### config.mk
export PLATFORM = sky130hd
export DESIGN_NAME = br_decode_stage_flat
export DESIGN_NICKNAME = d
export VERILOG_FILES = /design/src/rtl/br_decode_stage_pkg.sv /design/src/rtl/br_decode_stage_if.sv /design/src/rtl/br_decode_stage_lane_decode.sv /design/src/rtl/br_decode_stage.sv /design/src/flat_wrapper.sv
export SDC_FILE = /design/constraint.sdc
export NUM_CORES = 1
export LEC_CHECK = 0
export ABC_AREA = 1
export BUFFER_PORTS_ARGS = -buffer_cell sky130_fd_sc_hd__buf_2
export CAP_MARGIN = 20
export CORE_MARGIN = 3
export CORE_UTILIZATION = 57
export CTS_BUF_LIST = sky130_fd_sc_hd__clkbuf_2 sky130_fd_sc_hd__clkbuf_4 sky130_fd_sc_hd__clkbuf_8
export DETAILED_ROUTE_END_ITERATION = 8
export HOLD_SLACK_MARGIN = 0.08
export PLACE_DENSITY = 0.8
export SYNTH_ARGS = -nofsm -noshare
export SYNTH_HDL_FRONTEND = slang
export SYNTH_SLANG_ARGS = --single-unit
### constraint.sdc
create_clock -name aclk -period 4.2 [get_ports aclk]
set_input_delay 0.84 -clock aclk [delete_from_list [all_inputs] [get_ports aclk]]
set_output_delay 0.84 -clock aclk [all_outputs]
set_load 0.05 [all_outputs]
### src/rtl/br_decode_stage_pkg.sv
// Shared widths, opcodes, ALU codes and the per-lane decoded payload for the branch decode stage.
package br_decode_stage_pkg;

  localparam int unsigned XLEN     = 32;
  localparam int unsigned REG_AW   = 5;
  localparam int unsigned ALUOP_W  = 8;
  localparam int unsigned ALUSEL_W = 3;
  localparam int unsigned OPC_W    = 6;

  localparam logic [OPC_W-1:0] JIRL_OPCODE = 6'h13;
  localparam logic [OPC_W-1:0] B_OPCODE    = 6'h14;
  localparam logic [OPC_W-1:0] BL_OPCODE   = 6'h15;
  localparam logic [OPC_W-1:0] BEQ_OPCODE  = 6'h16;
  localparam logic [OPC_W-1:0] BNE_OPCODE  = 6'h17;
  localparam logic [OPC_W-1:0] BLT_OPCODE  = 6'h18;
  localparam logic [OPC_W-1:0] BGE_OPCODE  = 6'h19;
  localparam logic [OPC_W-1:0] BLTU_OPCODE = 6'h1A;
  localparam logic [OPC_W-1:0] BGEU_OPCODE = 6'h1B;

  localparam logic [ALUOP_W-1:0] ALU_NOP  = 8'h00;
  localparam logic [ALUOP_W-1:0] ALU_BEQ  = 8'h50;
  localparam logic [ALUOP_W-1:0] ALU_BNE  = 8'h51;
  localparam logic [ALUOP_W-1:0] ALU_BLT  = 8'h52;
  localparam logic [ALUOP_W-1:0] ALU_BGE  = 8'h53;
  localparam logic [ALUOP_W-1:0] ALU_BLTU = 8'h54;
  localparam logic [ALUOP_W-1:0] ALU_BGEU = 8'h55;
  localparam logic [ALUOP_W-1:0] ALU_B    = 8'h56;
  localparam logic [ALUOP_W-1:0] ALU_BL   = 8'h57;
  localparam logic [ALUOP_W-1:0] ALU_JIRL = 8'h58;

  localparam logic [ALUSEL_W-1:0] ALU_SEL_NOP         = 3'b000;
  localparam logic [ALUSEL_W-1:0] ALU_SEL_JUMP_BRANCH = 3'b101;

  typedef struct packed {
    logic                lane_valid;
    logic [ALUOP_W-1:0]  aluop;
    logic [ALUSEL_W-1:0] alusel;
    logic [XLEN-1:0]     imm;
    logic [XLEN-1:0]     target;
    logic                reg1_en;
    logic [REG_AW-1:0]   reg1_addr;
    logic                reg2_en;
    logic [REG_AW-1:0]   reg2_addr;
    logic                rd_we;
    logic [REG_AW-1:0]   rd_addr;
  } lane_dec_t;

endpackage

### src/rtl/br_decode_stage_if.sv
// Instbuffer-side input bundle, dispatch-side output bundle and early redirect of the decode stage.
interface br_decode_stage_if #(
  parameter int unsigned W = 2
);
  import br_decode_stage_pkg::*;

  logic                  in_valid;
  logic                  in_ready;
  logic [W-1:0]          in_lane_valid;
  logic [XLEN*W-1:0]     in_pc;
  logic [XLEN*W-1:0]     in_inst;
  logic [W-1:0]          in_pred_taken;
  logic [XLEN*W-1:0]     in_pred_target;

  logic                  out_valid;
  logic                  out_ready;
  logic [W-1:0]          out_lane_valid;
  logic [ALUOP_W*W-1:0]  out_aluop;
  logic [ALUSEL_W*W-1:0] out_alusel;
  logic [XLEN*W-1:0]     out_imm;
  logic [XLEN*W-1:0]     out_target;
  logic [W-1:0]          out_reg1_en;
  logic [REG_AW*W-1:0]   out_reg1_addr;
  logic [W-1:0]          out_reg2_en;
  logic [REG_AW*W-1:0]   out_reg2_addr;
  logic [W-1:0]          out_rd_we;
  logic [REG_AW*W-1:0]   out_rd_addr;

  logic                  redirect_valid;
  logic [XLEN-1:0]       redirect_pc;

  modport slave (
    input  in_valid, in_lane_valid, in_pc, in_inst, in_pred_taken, in_pred_target, out_ready,
    output in_ready, out_valid, out_lane_valid, out_aluop, out_alusel, out_imm, out_target,
           out_reg1_en, out_reg1_addr, out_reg2_en, out_reg2_addr, out_rd_we, out_rd_addr,
           redirect_valid, redirect_pc
  );

  modport master (
    output in_valid, in_lane_valid, in_pc, in_inst, in_pred_taken, in_pred_target, out_ready,
    input  in_ready, out_valid, out_lane_valid, out_aluop, out_alusel, out_imm, out_target,
           out_reg1_en, out_reg1_addr, out_reg2_en, out_reg2_addr, out_rd_we, out_rd_addr,
           redirect_valid, redirect_pc
  );

endinterface

### src/rtl/br_decode_stage_lane_decode.sv
// One lane: branch decode, offset, pc-relative target and static mispredict check (combinational).
module br_lane_decode
  import br_decode_stage_pkg::*;
(
  input  logic            lane_valid,
  input  logic [XLEN-1:0] pc,
  input  logic [XLEN-1:0] inst,
  input  logic            pred_taken,
  input  logic [XLEN-1:0] pred_target,
  output lane_dec_t       dec_c,
  output logic            mispredict_c,
  output logic [XLEN-1:0] redirect_pc_c
);

  logic [XLEN-1:0] off16;
  logic [XLEN-1:0] off26;
  logic            is_cond;
  logic            is_jump;

  // Decode the lane and decide whether its prediction can be corrected now
  always_comb begin
    dec_c         = '0;
    mispredict_c  = 1'b0;
    redirect_pc_c = '0;
    is_cond       = 1'b0;
    is_jump       = 1'b0;
    off16         = {{14{inst[25]}}, inst[25:10], 2'b00};
    off26         = {{4{inst[9]}}, inst[9:0], inst[25:10], 2'b00};
    if (lane_valid) begin
      case (inst[31:26])
        JIRL_OPCODE: begin
          dec_c.aluop     = ALU_JIRL;
          dec_c.imm       = off16;
          dec_c.reg1_en   = 1'b1;
          dec_c.reg1_addr = inst[9:5];
          dec_c.rd_we     = 1'b1;
          dec_c.rd_addr   = inst[4:0];
        end
        B_OPCODE: begin
          dec_c.aluop = ALU_B;
          is_jump     = 1'b1;
        end
        BL_OPCODE: begin
          dec_c.aluop   = ALU_BL;
          is_jump       = 1'b1;
          dec_c.rd_we   = 1'b1;
          dec_c.rd_addr = REG_AW'(1);
        end
        BEQ_OPCODE:  begin dec_c.aluop = ALU_BEQ;  is_cond = 1'b1; end
        BNE_OPCODE:  begin dec_c.aluop = ALU_BNE;  is_cond = 1'b1; end
        BLT_OPCODE:  begin dec_c.aluop = ALU_BLT;  is_cond = 1'b1; end
        BGE_OPCODE:  begin dec_c.aluop = ALU_BGE;  is_cond = 1'b1; end
        BLTU_OPCODE: begin dec_c.aluop = ALU_BLTU; is_cond = 1'b1; end
        BGEU_OPCODE: begin dec_c.aluop = ALU_BGEU; is_cond = 1'b1; end
        default: ;
      endcase
      if (is_jump) begin
        dec_c.imm    = off26;
        dec_c.target = pc + off26;
      end
      if (is_cond) begin
        dec_c.imm       = off16;
        dec_c.target    = pc + off16;
        dec_c.reg1_en   = 1'b1;
        dec_c.reg1_addr = inst[9:5];
        dec_c.reg2_en   = 1'b1;
        dec_c.reg2_addr = inst[4:0];
      end
      dec_c.lane_valid = (dec_c.aluop != ALU_NOP);
      dec_c.alusel     = dec_c.lane_valid ? ALU_SEL_JUMP_BRANCH : ALU_SEL_NOP;
      if (is_jump && (!pred_taken || (pred_target != dec_c.target))) begin
        mispredict_c  = 1'b1;
        redirect_pc_c = dec_c.target;
      end else if (is_cond && pred_taken && (pred_target != dec_c.target)) begin
        mispredict_c  = 1'b1;
        redirect_pc_c = dec_c.target;
      end else if (!dec_c.lane_valid && pred_taken) begin
        mispredict_c  = 1'b1;
        redirect_pc_c = pc + XLEN'(4);
      end
    end
  end

endmodule

### src/rtl/br_decode_stage.sv
// Multi-lane branch decode stage: lane kill priority, 2-entry output skid FIFO and early redirect.
module br_decode_stage
  import br_decode_stage_pkg::*;
#(
  parameter int unsigned DECODE_WIDTH = 2,
  parameter int unsigned SKID_DEPTH   = 2
) (
  input logic              aclk,
  input logic              aresetn,
  input logic              flush,
  br_decode_stage_if.slave bus
);

  localparam int unsigned W     = DECODE_WIDTH;
  localparam int unsigned CNT_W = 2;

  lane_dec_t [W-1:0]     dec_c;
  lane_dec_t [W-1:0]     kill_dec_c;
  logic      [W-1:0]     mis_c;
  logic      [XLEN-1:0]  lane_rpc_c [W];
  logic                  hit_c;
  logic      [XLEN-1:0]  hit_pc_c;

  lane_dec_t [W-1:0]     ent0_q, ent1_q, ent0_d, ent1_d;
  logic      [CNT_W-1:0] count_q, count_d;
  logic                  out_valid_q, out_valid_d;
  logic                  rv_q, rv_d;
  logic      [XLEN-1:0]  rpc_q, rpc_d;
  logic                  accept_c;
  logic                  pop_c;

  for (genvar g = 0; g < W; g++) begin : g_lane
    br_lane_decode u_lane (
      .lane_valid    (bus.in_lane_valid[g]),
      .pc            (bus.in_pc[g*XLEN +: XLEN]),
      .inst          (bus.in_inst[g*XLEN +: XLEN]),
      .pred_taken    (bus.in_pred_taken[g]),
      .pred_target   (bus.in_pred_target[g*XLEN +: XLEN]),
      .dec_c         (dec_c[g]),
      .mispredict_c  (mis_c[g]),
      .redirect_pc_c (lane_rpc_c[g])
    );

    assign bus.out_lane_valid[g]                   = ent0_q[g].lane_valid;
    assign bus.out_aluop[g*ALUOP_W +: ALUOP_W]     = ent0_q[g].aluop;
    assign bus.out_alusel[g*ALUSEL_W +: ALUSEL_W]  = ent0_q[g].alusel;
    assign bus.out_imm[g*XLEN +: XLEN]             = ent0_q[g].imm;
    assign bus.out_target[g*XLEN +: XLEN]          = ent0_q[g].target;
    assign bus.out_reg1_en[g]                      = ent0_q[g].reg1_en;
    assign bus.out_reg1_addr[g*REG_AW +: REG_AW]   = ent0_q[g].reg1_addr;
    assign bus.out_reg2_en[g]                      = ent0_q[g].reg2_en;
    assign bus.out_reg2_addr[g*REG_AW +: REG_AW]   = ent0_q[g].reg2_addr;
    assign bus.out_rd_we[g]                        = ent0_q[g].rd_we;
    assign bus.out_rd_addr[g*REG_AW +: REG_AW]     = ent0_q[g].rd_addr;
  end

  // Oldest mispredicting lane wins the redirect; every younger lane is dropped from the bundle
  always_comb begin
    kill_dec_c = dec_c;
    hit_c      = 1'b0;
    hit_pc_c   = '0;
    for (int i = 0; i < int'(W); i++) begin
      if (hit_c) begin
        kill_dec_c[i].lane_valid = 1'b0;
      end else if (mis_c[i]) begin
        hit_c    = 1'b1;
        hit_pc_c = lane_rpc_c[i];
      end
    end
  end

  // The cycle after a redirect carries wrong-path instructions, so the stage refuses them
  assign bus.in_ready       = (count_q < CNT_W'(SKID_DEPTH)) && !rv_q;
  assign bus.out_valid      = out_valid_q;
  assign bus.redirect_valid = rv_q;
  assign bus.redirect_pc    = rpc_q;
  assign accept_c           = bus.in_valid && bus.in_ready && !flush;
  assign pop_c              = out_valid_q && bus.out_ready;

  // Skid FIFO next state: entry 0 is always the head so outputs come straight from flops
  always_comb begin
    ent0_d  = ent0_q;
    ent1_d  = ent1_q;
    count_d = count_q;
    rv_d    = 1'b0;
    rpc_d   = rpc_q;
    if (flush) begin
      count_d = '0;
    end else begin
      case ({accept_c, pop_c})
        2'b10: begin
          if (count_q == '0) ent0_d = kill_dec_c;
          else               ent1_d = kill_dec_c;
          count_d = count_q + CNT_W'(1);
        end
        2'b01: begin
          ent0_d  = ent1_q;
          count_d = count_q - CNT_W'(1);
        end
        2'b11: ent0_d = kill_dec_c;
        default: ;
      endcase
      if (accept_c && hit_c) begin
        rv_d  = 1'b1;
        rpc_d = hit_pc_c;
      end
    end
    out_valid_d = (count_d != '0);
  end

  // State registers
  always_ff @(posedge aclk or negedge aresetn) begin
    if (!aresetn) begin
      ent0_q      <= '0;
      ent1_q      <= '0;
      count_q     <= '0;
      out_valid_q <= 1'b0;
      rv_q        <= 1'b0;
      rpc_q       <= '0;
    end else begin
      ent0_q      <= ent0_d;
      ent1_q      <= ent1_d;
      count_q     <= count_d;
      out_valid_q <= out_valid_d;
      rv_q        <= rv_d;
      rpc_q       <= rpc_d;
    end
  end

endmodule

### src/flat_wrapper.sv
// flat-port wrapper written by rule: the top's interface ports become plain ports
module br_decode_stage_flat import br_decode_stage_pkg::*;
#(
  parameter int unsigned DECODE_WIDTH = 2,
  parameter int unsigned SKID_DEPTH   = 2
)
  (aclk, aresetn, flush, bus_in_valid, bus_in_lane_valid, bus_in_pc, bus_in_inst, bus_in_pred_taken, bus_in_pred_target, bus_out_ready, bus_in_ready, bus_out_valid, bus_out_lane_valid, bus_out_aluop, bus_out_alusel, bus_out_imm, bus_out_target, bus_out_reg1_en, bus_out_reg1_addr, bus_out_reg2_en, bus_out_reg2_addr, bus_out_rd_we, bus_out_rd_addr, bus_redirect_valid, bus_redirect_pc);
  br_decode_stage_if #(.W(2)) bus_i ();
  input logic aclk;
  input logic aresetn;
  input logic flush;
  input wire logic [$bits(bus_i.in_valid)-1:0] bus_in_valid;
  input wire logic [$bits(bus_i.in_lane_valid)-1:0] bus_in_lane_valid;
  input wire logic [$bits(bus_i.in_pc)-1:0] bus_in_pc;
  input wire logic [$bits(bus_i.in_inst)-1:0] bus_in_inst;
  input wire logic [$bits(bus_i.in_pred_taken)-1:0] bus_in_pred_taken;
  input wire logic [$bits(bus_i.in_pred_target)-1:0] bus_in_pred_target;
  input wire logic [$bits(bus_i.out_ready)-1:0] bus_out_ready;
  output wire logic [$bits(bus_i.in_ready)-1:0] bus_in_ready;
  output wire logic [$bits(bus_i.out_valid)-1:0] bus_out_valid;
  output wire logic [$bits(bus_i.out_lane_valid)-1:0] bus_out_lane_valid;
  output wire logic [$bits(bus_i.out_aluop)-1:0] bus_out_aluop;
  output wire logic [$bits(bus_i.out_alusel)-1:0] bus_out_alusel;
  output wire logic [$bits(bus_i.out_imm)-1:0] bus_out_imm;
  output wire logic [$bits(bus_i.out_target)-1:0] bus_out_target;
  output wire logic [$bits(bus_i.out_reg1_en)-1:0] bus_out_reg1_en;
  output wire logic [$bits(bus_i.out_reg1_addr)-1:0] bus_out_reg1_addr;
  output wire logic [$bits(bus_i.out_reg2_en)-1:0] bus_out_reg2_en;
  output wire logic [$bits(bus_i.out_reg2_addr)-1:0] bus_out_reg2_addr;
  output wire logic [$bits(bus_i.out_rd_we)-1:0] bus_out_rd_we;
  output wire logic [$bits(bus_i.out_rd_addr)-1:0] bus_out_rd_addr;
  output wire logic [$bits(bus_i.redirect_valid)-1:0] bus_redirect_valid;
  output wire logic [$bits(bus_i.redirect_pc)-1:0] bus_redirect_pc;
  assign bus_i.in_valid = bus_in_valid;
  assign bus_i.in_lane_valid = bus_in_lane_valid;
  assign bus_i.in_pc = bus_in_pc;
  assign bus_i.in_inst = bus_in_inst;
  assign bus_i.in_pred_taken = bus_in_pred_taken;
  assign bus_i.in_pred_target = bus_in_pred_target;
  assign bus_i.out_ready = bus_out_ready;
  assign bus_in_ready = bus_i.in_ready;
  assign bus_out_valid = bus_i.out_valid;
  assign bus_out_lane_valid = bus_i.out_lane_valid;
  assign bus_out_aluop = bus_i.out_aluop;
  assign bus_out_alusel = bus_i.out_alusel;
  assign bus_out_imm = bus_i.out_imm;
  assign bus_out_target = bus_i.out_target;
  assign bus_out_reg1_en = bus_i.out_reg1_en;
  assign bus_out_reg1_addr = bus_i.out_reg1_addr;
  assign bus_out_reg2_en = bus_i.out_reg2_en;
  assign bus_out_reg2_addr = bus_i.out_reg2_addr;
  assign bus_out_rd_we = bus_i.out_rd_we;
  assign bus_out_rd_addr = bus_i.out_rd_addr;
  assign bus_redirect_valid = bus_i.redirect_valid;
  assign bus_redirect_pc = bus_i.redirect_pc;
  br_decode_stage #(.DECODE_WIDTH(DECODE_WIDTH), .SKID_DEPTH(SKID_DEPTH)) u_core (.aclk(aclk), .aresetn(aresetn), .flush(flush), .bus(bus_i));
endmodule
==> flow_summary_export.csv <==
group,metric,value,unit
outcome,status,"finished clean",
clock_tree,clk-insertion-delay-late,0.70,ns
sta,fin_skew,0.04656,ns
route,vias_per_cell,5.811,
sta,finalSetupViolations,0,
sta,slew_violations,0,
pwr,power_density,473.2,mW/mm^2
placed_design,gp_congestion,1.080,
critical_path,slowest_delay,0.44,ns
global_route,grt_max_degree,166,
clock_tree,cts_tree,"done",
clock_tree,cts_root_buf,"clkbuf_8",
sta,fmax,260.6,MHz
sta,tns,0,ns
floorplanning,dieArea,0.05010,mm^2
critical_path,slowest_stage,"fa_1",
critical_path,cp-start-kind,"input port",
placed_design,placed_cells,5374,
flow_run,cap_viol_max_count,0,
critical_path,crit_top_cell,"nand3_1",
layout,instances_no_fill,5489,
sta,slew_headroom,42.33,%
critical_path,r2r_slack,1.11,ns
synthesis,yosys_warnings,0,
sta,fin_crit_sh,91.35,%
synthesis,ys_async_sr_fraction,100.0,%
layout,nets,5121,
critical_path,crit_buf_inv,3,
sta,layout_min_cycle_time,3.837,ns
placed_design,dp_slack,-0.2667,ns
floorplanning,die_x,223.8,um
critical_path,cp.arrival,4.38,ns
clock_tree,path_clk_slew,0.06,ns
sta,rsz0062_at_grt,"no",
global_route,grt_pass1_wl,166400,um
route,ant_nets,0,
synthesis,synth.distinct_cells,44,
worst_hold_path,hold_path_class,"input port to async pin",
sta,tightest_slew,0.8651,ns
route,drtIter0Drc,4887,
clock_tree,cts_buffer_depth,3,
clock_tree,numCtsBuffers,59,
critical_path,reg2regPathDepth,12,
floorplanning,start_util,57.85,%
sta,holdWs,0.1362,ns
placed_design,place_hpwl,84810,um
critical_path,cp-end-kind,"flip-flop",
route,wl,109500,um
floorplanning,die_y,223.8,um
route,vias,31898,
synthesis,synthFlopType,"dfrtp_1",
critical_path,worstPathMaxFanout,33,
layout,syn2layout_area_growth,20.47,%
global_route,grt_pass1_vias,28659,
pwr,p_leak,18.31,nW
placed_design,numPortBuffers,413,
critical_path,r2r-end,"u_core.bus.out_aluop[9]$_DFFE_PN0P_",
global_route,grt_usage,42.61,%
route,dr.pass1.iters,7,
synthesis,syn_area,0.02705,mm^2
floorplanning,coreArea,0.04675,mm^2
sta,hold_viol,0,
global_route,antenna_found_initial,8,
floorplanning,io_pins,424,
pwr,totalPowerFinal,15.42,mW
pwr,peakVddDrop,0.5539,mV
synthesis,netlist_instances,4284,
critical_path,critPathRequiredTime,4.74,ns
layout,drive_above_1_share,17.43,%
route,wl_per_cell,19.96,um
sta,timing.final.ws_setup,0.3634,ns
critical_path,critical-path-top-delay-family,"simple AND/OR/NAND/NOR gates",
critical_path,path_class,"input port to flip-flop",
floorplanning,num_rows,79,
clock_tree,cts.sinks,366,
synthesis,ys_seq_area_share,33.86,%
synthesis,ys_ff_latch,366,
clock_tree,h-tree-depth,2,
synthesis,avgSynthCellArea,6.314,um^2
synthesis,synth-edff-count,0,
global_route,grt_overflow,0,
critical_path,r2r-start,"u_core.bus.redirect_valid$_DFF_PN0_",
route,drt_drc_violations_left,0,
## stage by stage
step	cell area, um^2	util, %
floorplan	27080	-
global placement	31190	66.72
detailed placement	31190	66.72
CTS	32540	69.59
global route	32580	69.69
finish	32590	69.70
## sequential cells by signal, indices dropped and copies added (netlist names)
signal                     flops
u_core.bus.out_reg1_en         2
u_core.bus.redirect_valid      1
u_core.bus.out_reg1_addr      10
u_core.bus.out_reg2_addr      10
u_core.bus.out_imm            52
u_core.bus.out_lane_valid      1
u_core.bus.out_rd_addr        10
u_core.bus.redirect_pc        32
u_core.ent1_q                165
u_core.bus.out_rd_we           2
u_core.bus.out_target         64
u_core.bus.out_reg2_en         2
u_core.bus.out_aluop          10
u_core.count_q                 2
u_core.bus.out_valid           1
u_core.bus.out_alusel          2
## worst max-delay path by stage
stage	startpoint	end	slack [ns]	cells past startpoint
after floorplan	bus_in_inst[10]	u_core.bus.redirect_pc[10]$_DFFE_PN0P_	0.60	27
after global placement	bus_in_inst[57]	u_core.bus.redirect_pc[11]$_DFFE_PN0P_	-0.32	24
after detailed placement	bus_in_inst[57]	u_core.bus.redirect_pc[14]$_DFFE_PN0P_	-0.27	24
after CTS	bus_in_inst[57]	u_core.bus.redirect_pc[9]$_DFFE_PN0P_	0.41	24
after global routing	bus_in_inst[10]	u_core.bus.redirect_pc[2]$_DFFE_PN0P_	0.02	27
final	bus_in_inst[10]	u_core.bus.redirect_pc[9]$_DFFE_PN0P_	0.36	26
## synth_stat cells (2+ instances only)
master	n	share of area [%]
nor4_1	5	0.12
nand2_2	14	0.32
nand3_2	5	0.19
nor3b_1	2	0.055
dfrtp_1	366	34
o21ai_1	8	0.15
nor3_1	39	0.72
a31oi_1	4	0.093
o211ai_1	14	0.39
clkbuf_1	129	1.8
nor2_2	3	0.069
a21o_1	8	0.22
nand3b_1	53	1.5
buf_4	33	0.92
inv_4	2	0.046
nand4_1	51	1.2
o221ai_1	5	0.16
o31ai_1	11	0.31
xnor2_1	6	0.19
o21ai_0	214	4.0
nand3_1	451	8.3
xor2_1	14	0.45
buf_1	14	0.19
buf_6	4	0.17
a21boi_0	6	0.17
clkinv_1	3	0.042
a21oi_1	317	5.9
nor3_2	3	0.11
buf_2	21	0.39
a211oi_1	2	0.055
fa_1	2	0.15
inv_1	424	5.9
inv_2	10	0.14
ha_1	89	4.1
o21a_1	18	0.50
nor2_1	364	5.1
a21oi_2	3	0.097
nand2_1	1541	21
o21bai_1	7	0.19
or2_2	14	0.32
nand2_4	2	0.083
## per-layer routing
| metal | part of all wire [%] | vias to the layer above | global-route usage, % |
|---|---|---|---|
| met3 | 14 | 288 | 10.61 |
| met4 | 4.3 | 2 | 15.72 |
| met5 | 0.012 | - | 0 |
| li1 | - | 14888 | - |
| met2 | 41 | 2078 | 60.62 |
| met1 | 41 | 14642 | 62.77 |
## power breakdown
part           leakage [nW]  switching [mW]  internal (mW)  total, mW
Clock                 0.711            1.54           1.91       3.44
Combinational          12.8            5.38           1.69       7.07
Sequential             4.82           0.548           4.36       4.91
Total                  18.3            7.46           7.96       15.4
## layout by cell type (no fill, tap or decap), drive strengths merged, types with 6 or more instances in the layout
| master | netlist | final |
|---|---|---|
| or2 | 14 | 14 |
| o31ai | 11 | 11 |
| o211ai | 14 | 14 |
| nand3b | 53 | 53 |
| a21oi | 320 | 320 |
| nand4 | 51 | 51 |
| xnor2 | 6 | 6 |
| ha | 89 | 89 |
| clkbuf | 129 | 94 |
| o21bai | 7 | 7 |
| a21boi | 6 | 6 |
| nor3 | 42 | 42 |
| xor2 | 14 | 14 |
| buf | 72 | 676 |
| conb | 1 | 10 |
| nor2 | 368 | 368 |
| dfrtp | 366 | 366 |
| inv | 436 | 439 |
| a21o | 8 | 8 |
| nand2 | 1557 | 1557 |
| nand3 | 456 | 456 |
| clkinv | 3 | 12 |
| o21a | 18 | 18 |
| o21ai | 222 | 222 |
## kinds of logic after synthesis
logic type | synth area share, %
compound gates | 12.18
xor+xnor | 0.6476
fa+ha+maj | 4.265
buf+inv | 9.567
flops | 33.86
other cells | 0.01386
simple gates | 39.46
## worst register-to-register path, stage by stage (launching register included)
cell and delay (ns):
dfrtp_1 0.45, nor2_1 0.16, nand3_1 0.18, inv_1 0.32, ha_1 0.20, o21ai_0 0.16, nand2_1 0.15, nor2_4 0.06
inv_6 0.59, buf_4 0.42, a21oi_1 0.09, o21ai_0 0.14, o21a_1 0.14
## final cells by class
| cell class | instances | area (um^2) |
|---|---|---|
| clock buffer | 94 | 1162 |
| inverter | 439 | 1665 |
| antenna | 5 | 12.51 |
| tap | 607 | 759.5 |
| clock inverter | 15 | 178.9 |
| timing repair buffer | 676 | 4272 |
| multi-input combinational | 3287 | 15380 |
| sequential | 366 | 9159 |
| fill | 4185 | 14170 |
## repair_timing
action | CTS | global route
setup endpoints to repair | 0 | 31
endpoints found under the hold margin | 0 | 0
buffers inserted | 0 | 0
resized for setup | 0 | 2
hold buffers | 0 | 0
No activity file was read; power rests on OpenSTA's default activity.
